**src/rtl/binary_to_bcd_serial_if.sv**
```systemverilog
// Handshake and result bundle between a binary producer and the serial BCD converter.
interface binary_to_bcd_serial_if #(
    parameter int unsigned WIDTH  = 8,
    parameter int unsigned DIGITS = 3
);
    logic                  start;
    logic [WIDTH-1:0]      binary;
    logic                  busy;
    logic                  done;
    logic [4*DIGITS-1:0]   bcd;
    logic                  overflow;

    modport master (
        output start,
        output binary,
        input  busy,
        input  done,
        input  bcd,
        input  overflow
    );

    modport slave (
        input  start,
        input  binary,
        output busy,
        output done,
        output bcd,
        output overflow
    );
endinterface

```
**src/rtl/binary_to_bcd_serial.sv**
```systemverilog
// Serial double-dabble binary-to-BCD converter, one input bit per clock,
// with start/busy/done handshake and a sticky overflow flag.
module binary_to_bcd_serial #(
    parameter int unsigned WIDTH  = 8,
    parameter int unsigned DIGITS = 3
) (
    input  logic                    clk,
    input  logic                    rst_n,
    binary_to_bcd_serial_if.slave   bus
);
    localparam int unsigned BCD_W = 4 * DIGITS;
    localparam int unsigned CNT_W = (WIDTH < 2) ? 1 : $clog2(WIDTH + 1);

    typedef enum logic [1:0] {
        S_IDLE  = 2'd0,
        S_SHIFT = 2'd1,
        S_DONE  = 2'd2
    } state_t;

    state_t             r_state;
    logic [CNT_W-1:0]   r_cnt;
    logic [WIDTH-1:0]   r_bin;
    logic [BCD_W-1:0]   r_scratch;
    logic               r_sticky;
    logic [BCD_W-1:0]   r_bcd;
    logic               r_done;
    logic               r_busy;
    logic               r_ovf;

    logic [BCD_W-1:0]   w_adj;
    logic [BCD_W-1:0]   w_shifted;
    logic               w_carry;
    logic               w_last;

    // Add 3 to every scratch digit of 5 or more ahead of this cycle's shift.
    always_comb begin
        w_adj = r_scratch;
        for (int i = 0; i < int'(DIGITS); i++) begin
            if (r_scratch[4*i +: 4] >= 4'd5) begin
                w_adj[4*i +: 4] = r_scratch[4*i +: 4] + 4'd3;
            end
        end
    end

    // The bit falling off the top digit is the decimal carry beyond 10^DIGITS.
    assign w_carry   = w_adj[BCD_W-1];
    assign w_shifted = {w_adj[BCD_W-2:0], r_bin[WIDTH-1]};
    assign w_last    = (r_cnt == CNT_W'(WIDTH - 1));

    // Control FSM with datapath and registered handshake outputs.
    always_ff @(posedge clk) begin
        if (!rst_n) begin
            r_state   <= S_IDLE;
            r_cnt     <= '0;
            r_bin     <= '0;
            r_scratch <= '0;
            r_sticky  <= 1'b0;
            r_bcd     <= '0;
            r_done    <= 1'b0;
            r_busy    <= 1'b0;
            r_ovf     <= 1'b0;
        end else begin
            r_done <= 1'b0;
            case (r_state)
                S_IDLE: begin
                    r_busy <= 1'b0;
                    if (bus.start) begin
                        r_bin     <= bus.binary;
                        r_scratch <= '0;
                        r_sticky  <= 1'b0;
                        r_cnt     <= '0;
                        r_busy    <= 1'b1;
                        r_state   <= S_SHIFT;
                    end
                end
                S_SHIFT: begin
                    r_busy    <= 1'b1;
                    r_scratch <= w_shifted;
                    r_bin     <= r_bin << 1;
                    r_sticky  <= r_sticky | w_carry;
                    r_cnt     <= r_cnt + CNT_W'(1);
                    if (w_last) begin
                        r_state <= S_DONE;
                    end
                end
                S_DONE: begin
                    r_bcd   <= r_scratch;
                    r_ovf   <= r_sticky;
                    r_done  <= 1'b1;
                    r_busy  <= 1'b0;
                    r_state <= S_IDLE;
                end
                default: begin
                    r_busy  <= 1'b0;
                    r_state <= S_IDLE;
                end
            endcase
        end
    end

    assign bus.busy     = r_busy;
    assign bus.done     = r_done;
    assign bus.bcd      = r_bcd;
    assign bus.overflow = r_ovf;
endmodule

```
**src/flat_wrapper.sv**
```systemverilog
// flat-port wrapper written by rule: the top's interface ports become plain ports
module binary_to_bcd_serial_flat 
#(
    parameter int unsigned WIDTH  = 8,
    parameter int unsigned DIGITS = 3
)
  (clk, rst_n, bus_start, bus_binary, bus_busy, bus_done, bus_bcd, bus_overflow);
  binary_to_bcd_serial_if #(.WIDTH(WIDTH), .DIGITS(DIGITS)) bus_i ();
  input  logic clk;
  input  logic rst_n;
  input wire logic [$bits(bus_i.start)-1:0] bus_start;
  input wire logic [$bits(bus_i.binary)-1:0] bus_binary;
  output wire logic [$bits(bus_i.busy)-1:0] bus_busy;
  output wire logic [$bits(bus_i.done)-1:0] bus_done;
  output wire logic [$bits(bus_i.bcd)-1:0] bus_bcd;
  output wire logic [$bits(bus_i.overflow)-1:0] bus_overflow;
  assign bus_i.start = bus_start;
  assign bus_i.binary = bus_binary;
  assign bus_busy = bus_i.busy;
  assign bus_done = bus_i.done;
  assign bus_bcd = bus_i.bcd;
  assign bus_overflow = bus_i.overflow;
  binary_to_bcd_serial #(.WIDTH(WIDTH), .DIGITS(DIGITS)) u_core (.clk(clk), .rst_n(rst_n), .bus(bus_i));
endmodule
```
**config.mk**
```make
export PLATFORM = sky130hd
export DESIGN_NAME = binary_to_bcd_serial_flat
export DESIGN_NICKNAME = d
export VERILOG_FILES = /design/src/rtl/binary_to_bcd_serial_if.sv /design/src/rtl/binary_to_bcd_serial.sv /design/src/flat_wrapper.sv
export SDC_FILE = /design/constraint.sdc
export NUM_CORES = 1
export LEC_CHECK = 0
export ABC_AREA = 1
export ABC_CLOCK_PERIOD_IN_PS = 1600
export BUFFER_PORTS_ARGS = -buffer_cell sky130_fd_sc_hd__buf_2
export CAP_MARGIN = 5
export CELL_PAD_IN_SITES_DETAIL_PLACEMENT = 0
export CELL_PAD_IN_SITES_GLOBAL_PLACEMENT = 1
export CORE_UTILIZATION = 41
export DETAILED_ROUTE_END_ITERATION = 10
export GPL_TIMING_DRIVEN = 0
export PLACE_DENSITY_LB_ADDON = 0.1
export SYNTH_ARGS = -nofsm -noshare
export SYNTH_HDL_FRONTEND = slang
export SYNTH_SLANG_ARGS = --single-unit
```
**constraint.sdc**
```tcl
create_clock -name clk -period 1.6 [get_ports clk]
set_input_delay 0.32 -clock clk [delete_from_list [all_inputs] [get_ports clk]]
set_output_delay 0.32 -clock clk [all_outputs]
set_load 0.02 [all_outputs]
```
==> metrics.yaml, run 1 <==
status:
  outcome: "complete, no violations"
critical_path:
  arrival_ps: 1600
  cp_slowest_cell: "dfxtp_1"
  endpoint_kind: "flop"
  cp-start-kind: "flop"
  critPathMaxFanout: 5
  critical_path_class: "flop to flop"
  critPathRequiredTime_ps: 1840
  critical_path.top_delay_family: "simple AND/OR/NAND/NOR gates"
  crit_chain: "inv_1 -> ha_1 -> inv_1 -> nand2_1 -> nand3_1 -> nand2_1 -> nor2_1 -> nor2_1 -> nor2_1"
  worst_path_largest_cell_delay_ps: 420
  crit_top_cell: "nor2_1"
  crit_buf_inv: 2
pwr:
  switching_share_pct: 24.6
  peakVddDrop_uv: 566
  pwr-share-seq_pct: 57.2
  clock_power_share_pct: 35.5
  p_leak_nw: 0.928
  power_switching_w: 0.000465
  power.internal_w: 0.00142
  p_per_area_mw_per_mm2: 888
  p_comb_share_pct: 7.3
sta:
  slew_viol_final: 0
  fmax_ghz: 0.732
  period_share_pct: 85.4
  fin_setup_tns_ps: 0
  rsz0062_at_grt: "no"
  setup-violations-final: 0
  period_needed_ps: 1370
  timing_hold_violations_final: 0
  timing.slew.headroom_pct: 69.1
  finClkSkew_ps: 12.9
  worstMarginPinSlew_ps: 464
place:
  dp_hpwl_um: 2910
  portBuffers: 25
  place_congestion: 0.832
  placed_cells: 319
cells_and_area:
  syn_to_final_growth_pct: 14.9
  drive_gt1_share_pct: 16.4
  diodes: 0
  nFillCells: 481
  final-seq-area_um2: 841
  multi_input_area_um2: 853
  fin_nets: 292
  fin_cells: 327
floorplan:
  rows: 24
  fp.dieH_um: 69.2
  dieArea_mm2: 0.00479
  ios: 26
  core_mm2: 0.00435
  initial_utilization_pct: 42.5
  dieWidth_um: 69.2
clocking:
  cts_buffers: 5
  htree_levels: 2
  clk_path_buf_depth: 2
  cts_resized: 0
  cts_sinks: 42
  worstSkewPairLatency_ps: 300
  clk_pin_slew_ps: 80
  post_cts_buffers: 0
  holdBufCountCts: 0
  clockRootBuffer: "clkbuf_8"
  cts_tree: "done"
job:
  cap_violations: 0
global_route:
  grt_max_degree: 14
  grt_util_all_layers_pct: 18.4
  grt_pass1_vias: 1501
  antenna_found_initial: 0
  grt_pass1_wl_um: 6970
  grt-ovfl-total: 0
logic_synthesis:
  synth_edf_count: 0
  yosysUniqueCellTypes: 26
  syn_area_mm2: 0.00185
  synthArstFlopShare_pct: 0
  synth_nets: 260
  yosysWarnings: 0
  synth_cells: 242
  ys_seq_area_share_pct: 45.4
  syn_avg_cell_area_um2: 7.65
  ys_seq_elements: 42
  synth_ff_type: "dfxtp_1"
drt:
  wl_per_cell_um: 12.7
  drtIter0Drc: 69
  drt_wl_total_um: 4150
  drcViolationCount: 0
  ant_nets: 0
  vias: 1667
  vias_per_cell: 5.10
  drt_first_pass_iters: 4
worst_hold_path:
  hp-class: "primary input to flop"
final cells by class:
class | count | share of cell area (%)
clock inverters | 2 | 0.647
well taps | 52 | 3.06
multi-input cells | 169 | 40.1
inverters | 24 | 4.47
repair buffers | 25 | 5.88
clock buffers | 6 | 3.41
plain buffers | 7 | 2.88
flip-flops and latches | 42 | 39.5
cell usage in the layout, fill, tap and decap left out, types with 2 or more instances in the layout:
cell,netlist,routed
buf_2,3,28
ha_1,7,7
a22oi_1,2,2
a31oi_1,3,3
dfxtp_1,42,42
buf_6,2,2
o21ai_0,25,25
clkbuf_1,1,2
nor3_1,3,3
nor2_1,26,26
nand2_1,47,47
nand4_1,6,6
nand3_1,18,18
a21oi_1,24,24
nand2_4,2,2
inv_2,2,2
inv_1,20,20
clkbuf_8,0,5
path summary, 6_finish.rpt:
| kind | startpoint | end | slack (ps) | cells past startpoint |
|---|---|---|---|---|
| max | u_core.r_scratch[0] | u_core.r_scratch[4] | 230 | 9 |
| min | bus_binary[0] | u_core.r_bin[0] | 280 | 3 |
| max reg2reg | u_core.r_scratch[0] | u_core.r_scratch[4] | 230 | 9 |
| min reg2reg | u_core.r_bin[0] | u_core.r_bin[0] | 470 | 2 |
through the flow:
stage               hold slack (ps)  area, um2  worst slack (ps)  utilization [%]  total power (W)
finish                          279       2130               234             48.9          0.00189
global placement                453       2040               249             46.9          0.00124
detailed placement              455       2040               255             46.9          0.00125
CTS                             273       2130               231             48.9          0.00191
global route                    293       2130              83.7             48.9          0.00197
floorplan                       436       1850               427                -          0.00120
kinds of logic after synthesis:
logic type / share of synthesized area (%)
compound gates: 17.3
buf+inv: 8.45
flops: 45.4
simple gates: 24.1
fa+ha+maj: 4.73
state kept, by name, indices dropped and copies added, names as in the netlist:
signal	cells
u_core.bus.overflow	1
u_core.bus.bcd	12
u_core.r_sticky	1
u_core.r_bin	8
u_core.bus.done	1
u_core.r_state	2
u_core.bus.busy	1
u_core.r_cnt	4
u_core.r_scratch	12
cell usage after synthesis, types with 3 or more instances:
cell type	n	area share, %
buf_2	3	0.81
dfxtp_1	42	45
a31oi_1	3	1.0
inv_1	20	4.1
nand4_1	6	2.0
a21oi_1	24	6.5
nor2_1	26	5.3
ha_1	7	4.7
nor3_1	3	0.81
o21ai_0	25	6.8
nand2_1	47	9.5
nand3_1	18	4.9
worst register-to-register path, cell delays in order (launching register included):
cell	delay, ps
dfxtp_1	420
inv_1	120
ha_1	230
inv_1	50
nand2_1	90
nand3_1	140
nand2_1	60
nor2_1	100
nor2_1	40
nor2_1	70
routing by layer:
layer,routed length [um],up-vias,global-route usage (%)
li1,-,872,-
met1,2010,758,24.0
met2,1940,31,29.8
met3,155,6,4.36
met4,53,0,6.12
met5,0,-,0
power groups by stage:
stage	clock network, W	logic [W]	registers, W
floorplan	0	0.0000906	0.00110
global placement	0	0.000140	0.00110
detailed placement	0	0.000140	0.00110
CTS	0.000693	0.000141	0.00108
global route	0.000736	0.000155	0.00108
finish	0.000671	0.000138	0.00108
No activity file was read; power rests on OpenSTA's default activity.
==> run 2, diff against run 1 <==
- CORE_MARGIN: unset -> 2
- CORE_UTILIZATION: 41 -> 43
- CTS_BUF_LIST: unset -> sky130_fd_sc_hd__clkbuf_4 sky130_fd_sc_hd__clkbuf_8
==> metrics.yaml, run 2 (synthesized netlist as in run 1, its figures left out) <==
status:
  outcome: "complete, no violations"
clocking:
  worstSkewPairLatency_ps: 300
  clockRootBuffer: "clkbuf_8"
  clk_pin_slew_ps: 80
  post_cts_buffers: 0
  cts_sinks: 42
  clk_path_buf_depth: 2
  holdBufCountCts: 0
  htree_levels: 2
  cts_buffers: 5
  cts_resized: 0
  cts_tree: "done"
cells_and_area:
  drive_gt1_share_pct: 16.7
  syn_to_final_growth_pct: 15.3
  mostFrequentLayoutCells: "nand2_1 (47), dfxtp_1 (42), buf_2 (28), nor2_1 (26), o21ai_0 (25)"
  diodes: 0
  nFillCells: 416
  fin_cells: 325
  final_common_cell: "nand2_1"
  fin_nets: 292
sta:
  setup-violations-final: 0
  slew_viol_final: 0
  period_share_pct: 85.8
  worstMarginPinSlew_ps: 512
  whs_ps: 274
  timing.slew.headroom_pct: 65.8
  fin_setup_tns_ps: 0
  fin_ws_ps: 227
  timing_hold_violations_final: 0
  fmax_ghz: 0.728
  rsz0062_at_grt: "no"
  finClkSkew_ps: 11.8
  period_needed_ps: 1370
pwr:
  p_per_area_mw_per_mm2: 908
  peakVddDrop_uv: 537
  p_leak_nw: 0.930
  p_total_w: 0.00194
critical_path:
  critPathMaxFanout: 5
  crit_top_cell: "nor2_1"
  critical_path_class: "flop to flop"
  critical_path.top_delay_family: "simple AND/OR/NAND/NOR gates"
  worst_path_largest_cell_delay_ps: 410
  reg2regPathDepth: 9
  cp_num_cells: 9
  crit_buf_inv: 2
  cp_slowest_cell: "dfxtp_1"
  arrival_ps: 1610
  cp-start-kind: "flop"
  endpoint_kind: "flop"
  critPathRequiredTime_ps: 1830
  crit_chain: "inv_1 -> ha_1 -> inv_1 -> nand2_1 -> nand3_1 -> nand2_1 -> nor2_1 -> nor2_1 -> nor2_1"
global_route:
  grt_max_degree: 14
  grt-ovfl-total: 0
  grt_pass1_wl_um: 7590
  antenna_found_initial: 0
  grt_util_all_layers_pct: 19.4
  grt_pass1_vias: 1608
floorplan:
  dieWidth_um: 69.6
  rows: 23
  core_mm2: 0.00406
  initial_utilization_pct: 45.6
  ios: 26
  fp.dieH_um: 69.6
  dieArea_mm2: 0.00484
worst_hold_path:
  hold_depth: 3
  hp-class: "primary input to flop"
drt:
  drtIter0Drc: 99
  drt_first_pass_iters: 4
  vias_per_cell: 5.07
  vias: 1648
  ant_nets: 0
  drcViolationCount: 0
  wl_per_cell_um: 13.3
  drt_wl_total_um: 4310
place:
  place_congestion: 0.816
  placed_cells: 317
  dp_hpwl_um: 3030
  place_ws_ps: 252
  portBuffers: 25
job:
  cap_violations: 0
[run 2: cell type report]
cell class              instances  area, um2  area share [%]
flip-flops and latches         42        841            39.4
clock inverters                 2       12.5           0.587
clock buffers                   6       82.6            3.87
multi-input cells             169        853            40.0
plain buffers                   7       61.3            2.87
well taps                      50       62.6            2.93
inverters                      24       95.1            4.46
repair buffers                 25        125            5.87
[run 2: worst paths after layout]
path / slack, ps / end / from
setup / recovery: 230 / u_core.r_scratch[4] / u_core.r_scratch[0]
hold / removal: 270 / u_core.r_bin[0] / bus_binary[0]
setup reg to reg: 230 / u_core.r_scratch[4] / u_core.r_scratch[0]
hold reg to reg: 460 / u_core.r_bin[0] / u_core.r_bin[0]
[run 2: per-stage QoR]
step                      cell area, um2  utilization, %
after floorplan                     1850               -
after global placement              2040            50.2
after detailed placement            2040            50.2
after CTS                           2130            52.6
after global routing                2130            52.6
final                               2130            52.6
[run 2: power breakdown]
part           leakage (nW)  internal [W]  switching (W)
sequential            0.341       0.00107      0.0000128
combinational         0.542     0.0000492      0.0000891
clock                0.0472      0.000347       0.000372
[run 2: worst min-delay path, delay by kind of cell]
kind | cells | cell delay (ps)
buffers and inverters | 1 | 90
and+or+nand+nor | 1 | 50
AOI/OAI and AO/OA | 1 | 60
[run 2: metal layers]
layer | share of wire, % | up-vias | wire, um | global-route usage, %
met5 | 0 | - | 0 | 0
met4 | 1.1 | 0 | 48 | 6.10
met3 | 4.1 | 4 | 177 | 3.92
met2 | 45 | 38 | 1930 | 31.5
met1 | 50 | 734 | 2150 | 25.9
li1 | - | 872 | - | -
